File: src/rtl/mem_copy_engine.sv
// mem_copy_engine: copies len bytes from src_addr to dst_addr over a byte-wide memory port.
// Ports:
//   clk, rst_n (async, active-low)
//   start, src_addr, dst_addr, len   control request
//   busy, done, err                  control status
//   mem_addr, mem_dat_in, mem_wr_en  memory request
//   mem_dat_out, mem_done            memory response
// Optional build macro MEMCPY_FILL_EN adds fill_mode/fill_val for a memset-style fill.
module mem_copy_engine #(
    parameter int AW          = 8,
    parameter int DW          = 8,
    parameter int ACK_TIMEOUT = 15
) (
    input  logic          clk,
    input  logic          rst_n,
    input  logic          start,
    input  logic [AW-1:0] src_addr,
    input  logic [AW-1:0] dst_addr,
    input  logic [AW-1:0] len,
`ifdef MEMCPY_FILL_EN
    input  logic          fill_mode,
    input  logic [DW-1:0] fill_val,
`endif
    output logic          busy,
    output logic          done,
    output logic          err,
    output logic [AW-1:0] mem_addr,
    output logic [DW-1:0] mem_dat_in,
    output logic          mem_wr_en,
    input  logic [DW-1:0] mem_dat_out,
    input  logic          mem_done
);

    localparam logic [2:0] S_IDLE   = 3'd0;
    localparam logic [2:0] S_READ   = 3'd1;
    localparam logic [2:0] S_WRITE  = 3'd2;
    localparam logic [2:0] S_WAIT   = 3'd3;
    localparam logic [2:0] S_FINISH = 3'd4;

    localparam int          CW    = $clog2(ACK_TIMEOUT + 1);
    localparam logic [CW-1:0] LIMIT = CW'(ACK_TIMEOUT - 1);

    logic [2:0]    state;
    logic [AW-1:0] src_q;
    logic [AW-1:0] dst_q;
    logic [AW-1:0] len_q;
    logic [AW-1:0] idx;
    logic [DW-1:0] data_q;
    logic [CW-1:0] cnt;
    logic          err_q;
    logic          fill_q;
    logic          fill_start;
    logic [DW-1:0] fill_data;

`ifdef MEMCPY_FILL_EN
    assign fill_start = fill_mode;
    assign fill_data  = fill_val;
`else
    assign fill_start = 1'b0;
    assign fill_data  = '0;
`endif

    always_ff @(posedge clk or negedge rst_n) begin
        if (!rst_n) begin
            state  <= S_IDLE;
            src_q  <= '0;
            dst_q  <= '0;
            len_q  <= '0;
            idx    <= '0;
            data_q <= '0;
            cnt    <= '0;
            err_q  <= 1'b0;
            fill_q <= 1'b0;
        end else begin
            case (state)
                S_IDLE: begin
                    if (start) begin
                        src_q  <= src_addr;
                        dst_q  <= dst_addr;
                        len_q  <= len;
                        idx    <= '0;
                        cnt    <= '0;
                        err_q  <= 1'b0;
                        fill_q <= fill_start;
                        // Fill mode never enters READ, so the data reg holds the fill byte.
                        if (fill_start)
                            data_q <= fill_data;
                        if (len == '0)
                            state <= S_FINISH;
                        else if (fill_start)
                            state <= S_WRITE;
                        else
                            state <= S_READ;
                    end
                end
                S_READ: begin
                    data_q <= mem_dat_out;
                    state  <= S_WRITE;
                end
                S_WRITE: begin
                    cnt   <= '0;
                    state <= S_WAIT;
                end
                S_WAIT: begin
                    // An ack arriving on the limit cycle still completes the byte.
                    if (mem_done) begin
                        idx <= idx + AW'(1);
                        if ((idx + AW'(1)) == len_q)
                            state <= S_FINISH;
                        else if (fill_q)
                            state <= S_WRITE;
                        else
                            state <= S_READ;
                    end else if (cnt == LIMIT) begin
                        err_q <= 1'b1;
                        state <= S_FINISH;
                    end else begin
                        cnt <= cnt + CW'(1);
                    end
                end
                S_FINISH: state <= S_IDLE;
                default:  state <= S_IDLE;
            endcase
        end
    end

    // Outputs depend on registered state only.
    always_comb begin
        busy       = (state != S_IDLE);
        done       = (state == S_FINISH);
        err        = err_q;
        mem_wr_en  = 1'b0;
        mem_addr   = '0;
        mem_dat_in = '0;
        case (state)
            S_READ: mem_addr = src_q + idx;
            S_WRITE: begin
                mem_addr   = dst_q + idx;
                mem_wr_en  = 1'b1;
                mem_dat_in = data_q;
            end
            S_WAIT: mem_addr = dst_q + idx;
            default: ;
        endcase
    end

endmodule

File: config.mk
export PLATFORM = sky130hd
export DESIGN_NAME = mem_copy_engine
export DESIGN_NICKNAME = d
export VERILOG_FILES = /design/src/rtl/mem_copy_engine.sv
export SDC_FILE = /design/constraint.sdc
export NUM_CORES = 1
export LEC_CHECK = 0
export BUFFER_PORTS_ARGS = -buffer_cell sky130_fd_sc_hd__buf_2
export CAP_MARGIN = 0
export CORE_MARGIN = 2
export CORE_UTILIZATION = 55
export CTS_CLUSTER_SIZE = 12
export DETAILED_ROUTE_END_ITERATION = 10
export GPL_TIMING_DRIVEN = 0
export PLACE_DENSITY = 0.8
export SETUP_SLACK_MARGIN = 0.02
export SKIP_CTS_REPAIR_TIMING = 1
export SLEW_MARGIN = 10
export SYNTH_ARGS = -nofsm -noshare
export SYNTH_HDL_FRONTEND = slang
export SYNTH_SLANG_ARGS = --single-unit
export TNS_END_PERCENT = 5
File: constraint.sdc
create_clock -name clk -period 7.1 [get_ports clk]
set_input_delay 1.42 -clock clk [delete_from_list [all_inputs] [get_ports clk]]
set_output_delay 1.42 -clock clk [all_outputs]
set_load 0.02 [all_outputs]
==> results of run 1 <==
## cells in the final DEF, fill, tap and decap left out, types with 2 or more instances in the layout
master	synthesis	final
a21boi_0	2	2
a21o_1	3	3
a21oi_1	5	5
a31oi_1	3	3
and2_1	13	13
and3_1	3	3
buf_2	0	55
buf_4	2	2
buf_6	4	4
clkbuf_1	2	3
clkbuf_8	0	5
dfrtp_1	48	48
ha_1	10	10
inv_1	9	9
mux2_2	39	39
nand2_1	9	9
nand3_1	8	8
nor2_1	10	10
nor2b_1	4	4
nor3_1	4	4
nor4_1	3	3
o21ai_0	16	16
o31ai_1	5	5
o41ai_1	2	2
or3_1	3	3
xnor2_1	9	9
xor2_1	7	7
## logic make-up (layout without fill, tap and decap cells)
group	after synthesis	count (layout)	synth area share, %
compound gates	42	42	9.60
flops	48	48	43.0
simple gates	74	74	16.2
xor+xnor	16	16	5.02
buf+inv	18	81	4.35
mux	40	40	16.5
fa+ha+maj	11	11	5.20
## final cells by class
cell class | count | area (µm²) | share of cell area (%)
multi-input combinational | 183 | 1470 | 45.1
sequential | 48 | 1200 | 36.9
clock buffer | 6 | 72.6 | 2.23
inverter | 9 | 33.8 | 1.04
buffer | 9 | 87.6 | 2.69
clock inverter | 2 | 35.0 | 1.08
timing repair buffer | 55 | 275 | 8.45
tap | 67 | 83.8 | 2.57
## worst reg2reg max path: stages (launching register included)
cell and delay [ns]:
dfrtp_1 0.43, inv_1 0.07, ha_1 0.21, a31o_2 0.29
a21boi_0 0.26, nor2_1 0.10, a221o_2 0.35, a31oi_1 0.14
## power by group
group,switching (µW),internal (µW)
registers,77.9,389
logic,434,399
clock network,87.4,105
## registers in the layout (all words and copies together) (netlist names)
register and count:
idx 8, data_q 8, cnt 4, state 3, src_q 8, len_q 8
dst_q 8, err 1
## worst max path at each step
stage	slack [ns]	end	startpoint	cells after the start
6_report	2.69	mem_addr[6]	state[2]	13
5_1_grt	2.44	mem_addr[6]	state[2]	13
4_1_cts	2.68	mem_addr[6]	state[2]	13
3_3_place_gp	3.09	mem_addr[6]	state[2]	13
3_5_place_dp	3.02	mem_addr[6]	state[2]	13
2_1_floorplan	3.29	mem_addr[6]	state[2]	12
## layer usage
metal / GRT usage [%] / part of all wire [%] / up-vias
met2: 34.4 / 47 / 63
met4: 5.26 / 1.1 / 0
li1: - / - / 1015
met5: 0 / 0 / -
met1: 30.5 / 46 / 984
met3: 4.42 / 5.6 / 8
## metrics by stage
step	util, %	cell area (µm²)	setup slack (ns)
after global routing	67.6	3260	2.44
after detailed placement	65.4	3150	3.02
final	67.6	3260	2.69
after global placement	65.4	3150	3.09
after CTS	67.6	3260	2.68
after floorplan	-	2790	3.29
==> impl_summary.md, run 1 <==
Outcome
The run finished with clean final reports.

GRT
The number of antenna violations at the first check in global routing is 0. After global routing the overflow that remains totals 0. Global routing used 21.6% of the available tracks across all layers. The number of global-route vias before repair was 2003. The first global-routing pass estimated slightly above 9 mm of wire.

Entering global routing, the biggest net connects 49 pins.

Synth
For this run, the register share of the synthesized area comes to between 40% and 50%. After technology mapping, the gate count stands at 249. Yosys printed 0 warnings. The synthesized netlist net count is 296.

In the synthesized netlist the dominant register cell turns out to be dfrtp_1. The number of synthesized flops with an enable pin is 0. After synthesis, the cell types taking the most area are dfrtp_1 (43%), mux2_2 (16%), ha_1 (4.5%). The synthesized area per cell is 11.2 µm². The commonest cells after synthesis are dfrtp_1 (48), mux2_2 (39), o21ai_0 (16). The number of different library cells used by synthesis comes to slightly above 50. The most common cell in the synthesized netlist is dfrtp_1.

The area fraction of the dominant cell type after synthesis is between 40% and 50%. The summed instance area of the synthesized netlist is 2790 µm². In the synthesized netlist the async set-or-reset flop fraction comes to 100%. The synthesized design spends more area on one cell type than any other, namely dfrtp_1. The flop and latch count out of synthesis is 48.

Worst setup path
Walking the worst path, the cells encountered are buf_12 -> nor2b_4 -> buf_6 -> mux2_2 -> ha_1 -> inv_1 -> fa_1 -> nor2b_1 -> o21ai_0 -> a21boi_0 -> or3_1 -> nand3_1 -> buf_2. The slowest stage of the critical path belongs to the cell dfrtp_1. The startpoint type of the worst setup path is a flop. The reg-to-reg critical path endpoint is state[0]. The cell family contributing the most delay on the critical path is simple AND/OR/NAND/NOR gates. The endpoint kind of the worst setup timing path is a primary output.

The setup slack of the most critical reg-to-reg path is ~5.2 ns. Together, buffers and inverters on the worst path number 4. In this run the critical register-to-register path is launched from cnt[0].

The number of cell instances on the worst register-to-register path is 7. At the worst endpoint, the arrival time is 2.99 ns. The critical path is of the reg2out type. Data on the critical path is required at its endpoint by 5.68 ns.

Of all nets on the critical path, the largest fanout is 10. In this design, the stage delay of the slowest critical-path cell is 0.40 ns.

Timing
Adding up every negative setup slack in the final design gives 0 ns. For the pin with the worst max-slew slack, the measured transition is 1.05 ns. The smallest clock period supported by the final layout is computed as 4.41 ns. Setup violations remaining at the end of the flow were counted as 0. For this run, the top clock speed supported by timing is 227 MHz. The worst path uses between 60% and 70% of the clock period. On the final layout, the worst clock skew is 0.00501 ns. The final hold violation count is 0.

The worst slew slack as a fraction of its limit is a little under a third. The final-report max-slew violation count is 0. On the final layout, the worst hold slack is 0.489 ns. Setup repair after global routing left no endpoint under its margin.

Job
The max-cap check violation count is 0.

Floorplan
The die footprint is 5660 µm². In this run the horizontal extent of the chip is 75.2 µm. The total number of placement rows is 25. The floorplan step set the die height to 75.2 µm. The core box area is 4820 µm². The starting density of the core is 57.9%.

56 I/O pins were placed.

Finish
The signed area change from the synthesized netlist to the final layout is 16.7%. The final layout contains 358 nets. The antenna cell count is 0. Of the cells placed in the final design, the portion with a size suffix greater than 1 is 38.1%.

For this run, the number of standard cells in the final layout without fillers is between 300 and 400. The layout has 408 filler cells.

Routing
The mean routed wirelength per cell is 14.5 µm. The number of search-and-repair iterations in the first detailed-routing pass is 4. The routed layout has 2070 vias. The final layout contains routed wiring with a total length of 5.48 mm. In this run, the number of DRC markers left after iteration 0 of detailed routing was approximately 120. In this run the remaining antenna-violating nets after routing total 0.

Using the TritonRoute via totals, the vias-per-cell ratio works out to 5.46. The number of remaining DRC errors is 0.

Power
Power comes to ~1500 µW. For this design the ratio of total power to cell area is 458 nW/µm². Summed over all cells, the static leakage comes to 0.00155 µW. The highest ir drop seen on vdd is 0.339 mV.

Hold path
The startpoint identified for the worst hold timing path is cnt[3]. Along the worst hold path, the cell count comes to 1. The worst hold path terminates at cnt[3]. The worst hold path belongs to the class reg2reg.

Clocking
In this run the number of H-tree levels came out at 2. Clock latency on the worst-skew pair, taken at its later pin, is 0.30 ns. TritonCTS built the clock tree. The clock-pin transition on the worst setup and hold timing paths is ~0.080 ns. The clock tree root buffer cell is clkbuf_8. The number of clock sinks seen by CTS is 48. The maximum buffer depth of the clock tree is 2. In this run, CTS created clock tree buffers numbering 5.

Placement
Summed over all nets, the half-perimeter wirelength after detailed placement is 4.11 mm. In this run, placement finished with an instance count of 371. The number of port buffers is 55. The final weighted congestion of routability-driven global placement is slightly below 0.9.
Note: power is estimated with default switching activity, not from simulation.
==> run 2: changes to the inputs <==
CORE_UTILIZATION = 50   (was 55)
PLACE_DENSITY = 0.76   (was 0.8)
clock period = 3.75 ns   (was 7.1 ns; I/O delays follow)
==> impl_summary.md, run 2 (synthesized netlist as in run 1, its figures left out) <==
Finish
Leaving out fill and tap cells, the most frequent cells in the layout are buf_2 (54), dfrtp_1 (48), mux2_2 (39). Of the cells placed in the final design, the portion with a size suffix greater than 1 is about 40%. Leaving out fill and tap cells, the most frequent cell in the layout is buf_2. Summing all multi-input logic gate instances after layout gives between 1000 and 1500 µm². The number of antenna diodes in the final layout is 0. Summing all non-filler instances in the final layout gives an area of 3300 µm².

Counting the fill cells in the layout gives 448. From synthesis to final layout, the design area changed by 18.2%. In the final layout, flip-flops and latches occupy approximately 1200 µm². In the final design database the tool counted 362 nets.

Job
The max-cap check violation count is 0.

Timing
Across all setup checks in the final design, the least slack found is 0.126 ns. The final-report max-slew violation count is 0. After routing, the total negative slack on setup checks comes to 0 ns. Based on the critical path, the design can be clocked at up to 276 MHz. Between clock sinks in the finished design, the worst skew comes to 0.00339 ns. Of the available clock period, the critical path in the final layout requires 96.6%. In this run the tightest slew margin relative to its limit is 30.3%.

Setup violations remaining at the end of the flow were counted as 0. The final hold violation count came to 0. The slew at the pin with the worst max-slew slack is between 1 and 1.5 ns. Setup repair after global routing could not meet its margin everywhere. The minimum clock period is about 3.6 ns.

Clocking
Clock latency on the worst-skew pair, taken at its later pin, is 0.30 ns. CTS built an H-tree with a depth of 2. The longest clock path from root to sink contains 2 buffers. TritonCTS built the clock tree. The clock-pin transition on the worst setup and hold timing paths is 0.09 ns. The total clock buffers created by CTS is 5. The tree is rooted in a clkbuf_8. The tree built by TritonCTS fans out to 48 sinks.

GRT
Entering global routing, the biggest net connects 49 pins. The first global-routing pass estimated about 9.4 mm of wire. The overall routing resource usage is 19.0%.

After global routing the overflow that remains totals 0. The number of antenna violations at the first check in global routing came to 0. The number of global-route vias before repair is 2052.

Power
The total power per unit cell area is roughly 860 nW/µm². Summed over all cells, the static leakage comes to 0.00156 µW. The highest ir drop seen on vdd is 0.571 mV.

Placement
The final weighted congestion of routability-driven global placement is around 0.88. In this run the tool buffered the top-level ports with 55 buffer cells. At the placement stage, the worst setup path has a slack of approximately 0.34 ns.

The instance area at placement is 3160 µm². Detailed placement finished with a half-perimeter wire length of 4.10 mm.

Routing
The aggregate routed wire length is between 5 and 6 mm. The routed layout has 2093 vias. Once detail routing completed, the nets flagged for antenna violations numbered 0. The first-iteration detailed-routing DRC count is 124. The number of search-and-repair iterations in the first detailed-routing pass is 4. The number of remaining DRC errors is 0. The mean routed wirelength per cell is 14.1 µm.

The via density per instance is 5.39.

Worst setup path
The kind of critical path is reg2out. Data arrives at the worst endpoint at 2.87 ns. The data required time at the worst endpoint is 3.00 ns. The maximum fanout along the worst path is 10. On the worst path, the slowest cell contributes a delay of about 0.40 ns. The critical path goes through buf_12 -> nor2b_4 -> buf_8 -> mux2_2 -> ha_1 -> a21o_1 -> a21o_1 -> buf_4 -> a21oi_1 -> or3_1 -> a21oi_1 -> buf_2. The endpoint kind of the worst setup timing path is a primary output. The worst setup path is launched from a flop. The slowest stage of the critical path belongs to the cell dfrtp_1. The cell family contributing the most delay on the critical path is buffers and inverters. Counting both buffers and inverters, the worst setup path holds a total of 4.

Floorplan
The region available for standard cell placement spans between 5000 and 6000 µm². The vertical die dimension is 78.7 µm. In this run the core area contains 27 standard-cell rows. For this configuration, the core starts out at a cell density of 51.3%.

The die covers 6190 µm². The die boundary width is 78.7 µm. During I/O placement, the number of pins put on the boundary was 56.

Outcome
The run finished with clean final reports.

Hold path
The class of the tightest hold or removal check is reg2reg.
-- run 2: cell types whose count changed in the layout (fill, tap and decap cells not counted), sizes merged --
| cell | change |
|---|---|
| buf | +4 |
| clkinvlp | +2 |
| clkinv | -1 |
| bufinv | -1 |
-- run 2: report_power, final --
group          internal [µW]  total (µW)  switching, µW
sequential               736         879            144
clock                    149         325            176
combinational            805        1640            836
total                   1690        2850           1150
-- run 2: per-stage QoR --
step	cells	hold slack, ns	power, µW	util, %
5_1_grt	388	0.532	3090	60.6
6_report	388	0.496	2850	60.6
2_1_floorplan	249	0.447	2080	-
3_3_place_gp	376	0.464	2430	58.0
3_5_place_dp	376	0.487	2480	58.0
4_1_cts	384	0.501	2810	59.8
-- run 2: worst paths after layout --
check	end	start	cells after the start	slack, ns
max	mem_addr[7]	state[2]	12	0.13
min in group asynchronous	len_q[6]	rst_n	1	0.63
max reg2reg	state[0]	cnt[0]	7	1.88
max in group asynchronous	cnt[1]	rst_n	1	2.48
min	cnt[3]	cnt[3]	1	0.50
min reg2reg	cnt[3]	cnt[3]	1	0.50
-- run 2: final cells by class --
cell class                 count  share of cell area, %
clock inverter                 2                  0.455
multi-input combinational    183                   44.7
buffer                         9                   2.77
sequential                    48                   36.4
tap                           72                   2.73
clock buffer                   6                   2.50
inverter                       9                   1.02
timing repair buffer          59                   9.34
-- run 2: per-layer routing --
layer | vias up | global-route usage (%) | part of all wire (%)
met4 | 0 | 5.44 | 1.2
met1 | 1004 | 25.2 | 47
met2 | 55 | 31.5 | 47
met5 | - | 0 | 0
met3 | 10 | 4.09 | 4.5
li1 | 1024 | - | -
==> run 3: changes to the inputs <==
CORE_UTILIZATION = 51   (was 50)
CTS_BUF_LIST = sky130_fd_sc_hd__clkbuf_8   (was not set)
PLACE_DENSITY = 0.78   (was 0.76)
==> impl_summary.md, run 3 (synthesized netlist as in run 1, its figures left out) <==
Timing
In this run the tightest slew margin relative to its limit is a little under a third. The final hold violation count is 0. Setup slack closes at 0.0823 ns. The slew at the pin with the worst max-slew slack is 1.04 ns.

The maximum clock frequency is 273 MHz. The ratio of final minimum period to clock period is 97.8%. The setup skew after layout is 0.00671 ns. The minimum clock period is 3.67 ns. The final-report max-slew violation count is 0. Setup repair after global routing could not meet its margin everywhere. The count of endpoints failing setup in the final report is 0.

Routing
The mean routed wirelength per cell is 15.2 µm. In the routed layout, each cell is associated on average with a via count of 5.49. In the routed design, unresolved DRC markers number 0. The routed layout has about 2100 vias.

The first TritonRoute pass finished after 4 iterations. For this block, the initial DRC count from the detailed router was 110. The aggregate routed wire length is 5.89 mm.

Once detail routing completed, the nets flagged for antenna violations numbered 0.

Hold path
The class of the tightest hold or removal check is reg2reg.

Clocking
The maximum buffer depth of the clock tree is 2. The cell sitting at the root of the clock tree is a clkbuf_8. The clock latency reported for the late side of the worst-skew pair is 0.31 ns. The clock tree from TritonCTS is built. After clock tree synthesis, the clock-pin slew on the worst setup and hold paths is approximately 0.090 ns. The number of clock sinks seen by CTS is 48. The H-tree generated during clock tree synthesis spans 2 levels.

The total clock buffers created by CTS is 5.

GRT
Global routing used 20.5% of the available tracks across all layers. The number of antenna violations at the first check in global routing is 0. Entering global routing, the biggest net connects a little under 50 pins. The first global-routing pass estimated slightly below 10 mm of wire. The total congestion overflow is 0. The number of global-route vias before repair is 2018.

Worst setup path
The worst setup path is launched from a flop. On the worst path, the slowest cell contributes a delay of ~0.54 ns. The cell with the biggest individual delay on the critical path is or4_1.

The arrival time of data at the critical path endpoint is 2.92 ns. The endpoint kind of the worst setup timing path is a primary output. The critical path goes through buf_12 -> nor2b_4 -> buf_8 -> buf_4 -> mux2_2 -> ha_1 -> or4_1 -> a21oi_1 -> o21ai_0 -> a21oi_1 -> buf_2. In this design, the critical path's most frequently occurring cell is a21oi_1. The cell family contributing the most delay on the critical path is simple AND/OR/NAND/NOR gates. The kind of critical path is reg2out. In this run the worst path has a maximum fanout of 10. Counting both buffers and inverters, the worst setup path holds a total of 4. The data required time at the worst endpoint is 3.00 ns.

Power
Summed over all cells, the static leakage comes to 0.00158 µW. The total power per unit cell area is roughly 900 nW/µm². Across the VDD grid, the largest voltage drop is 0.566 mV. The overall power of the completed layout is 2970 µW.

Placement
The instance area at placement is around 3200 µm². The final weighted congestion of routability-driven global placement is roughly 0.86. Buffers placed on the I/O ports in this run total 55. The HPWL after detailed placement is roughly 4.2 mm. Once placement completed, the tool counted placed cells totaling 374.

The worst slack at placement is 0.237 ns.

Floorplan
The die is around 80 µm tall. The die covers 6080 µm². 56 I/O pins were placed. The core box area is around 5200 µm².

The die boundary width is 78.0 µm. Row generation in the floorplan step produced 26 rows. The initial utilization of the core area, before any placement, comes to 53.6%.

Finish
The number of filler cells placed in the layout is 436. The most common cell after layout, fill and taps aside is buf_2. In the final layout, the share of cells above drive strength 1 is about two fifths.

The design area is 3330 µm². Compared with the post-synthesis result, the final layout area differs by 19.4%. In the final layout, the multi-input gates occupy 1480 µm². The top cell types in the final layout, fill and taps aside, are buf_2 (53), dfrtp_1 (48), mux2_2 (39).

The final non-filler cell total is 386. The final net count is 362. The area of all sequential standard cells is 1200 µm². The core occupancy in the finished layout is approximately 64%. The number of antenna diodes in the final layout is 0.

Outcome
The flow ran to the end, and the final reports show no timing, DRC or antenna violations.

Job
The tool flagged a number of max-cap violations equal to 0.
run 3: final cells by class:
| cell class | instances | area share [%] |
|---|---|---|
| flip-flops and latches | 48 | 36.0 |
| plain buffers | 9 | 2.74 |
| well taps | 70 | 2.63 |
| repair buffers | 59 | 9.43 |
| multi-input cells | 183 | 44.5 |
| clock inverters | 2 | 1.16 |
| inverters | 9 | 1.01 |
| clock buffers | 6 | 2.48 |
run 3: final timing paths:
| kind | start | end | slack, ns | depth (start not counted) |
|---|---|---|---|---|
| worst min-delay path | cnt[3] | cnt[3] | 0.49 | 1 |
| worst max register to register | cnt[0] | state[0] | 1.81 | 7 |
| worst max-delay path | state[2] | mem_addr[7] | 0.08 | 11 |
| worst min register to register | cnt[3] | cnt[3] | 0.49 | 1 |
| max in group asynchronous | rst_n | dst_q[5] | 2.49 | 1 |
| min in group asynchronous | rst_n | cnt[2] | 0.62 | 1 |
run 3: power breakdown:
part	leakage, µW	switching, µW	total [µW]	internal, µW
registers	0.000591	147	883	736
clock network	0.0000614	185	403	218
logic	0.000928	870	1690	817
run 3: metal layers:
layer | share of wire [%] | vias to the layer above | global-route usage (%) | wire length [µm]
li1 | - | 1026 | - | -
met5 | 0 | - | 0 | 0
met1 | 47 | 1024 | 28.1 | 2740
met4 | 1.1 | 0 | 6.14 | 67
met3 | 5.1 | 7 | 3.84 | 298
met2 | 47 | 61 | 33.2 | 2780
run 3: through the flow:
| stage | hold slack (ns) | setup TNS [ns] |
|---|---|---|
| 2_1_floorplan | 0.447 | 0 |
| 3_3_place_gp | 0.465 | 0 |
| 3_5_place_dp | 0.473 | 0 |
| 4_1_cts | 0.486 | -0.177 |
| 5_1_grt | 0.508 | -0.0304 |
| 6_report | 0.486 | 0 |
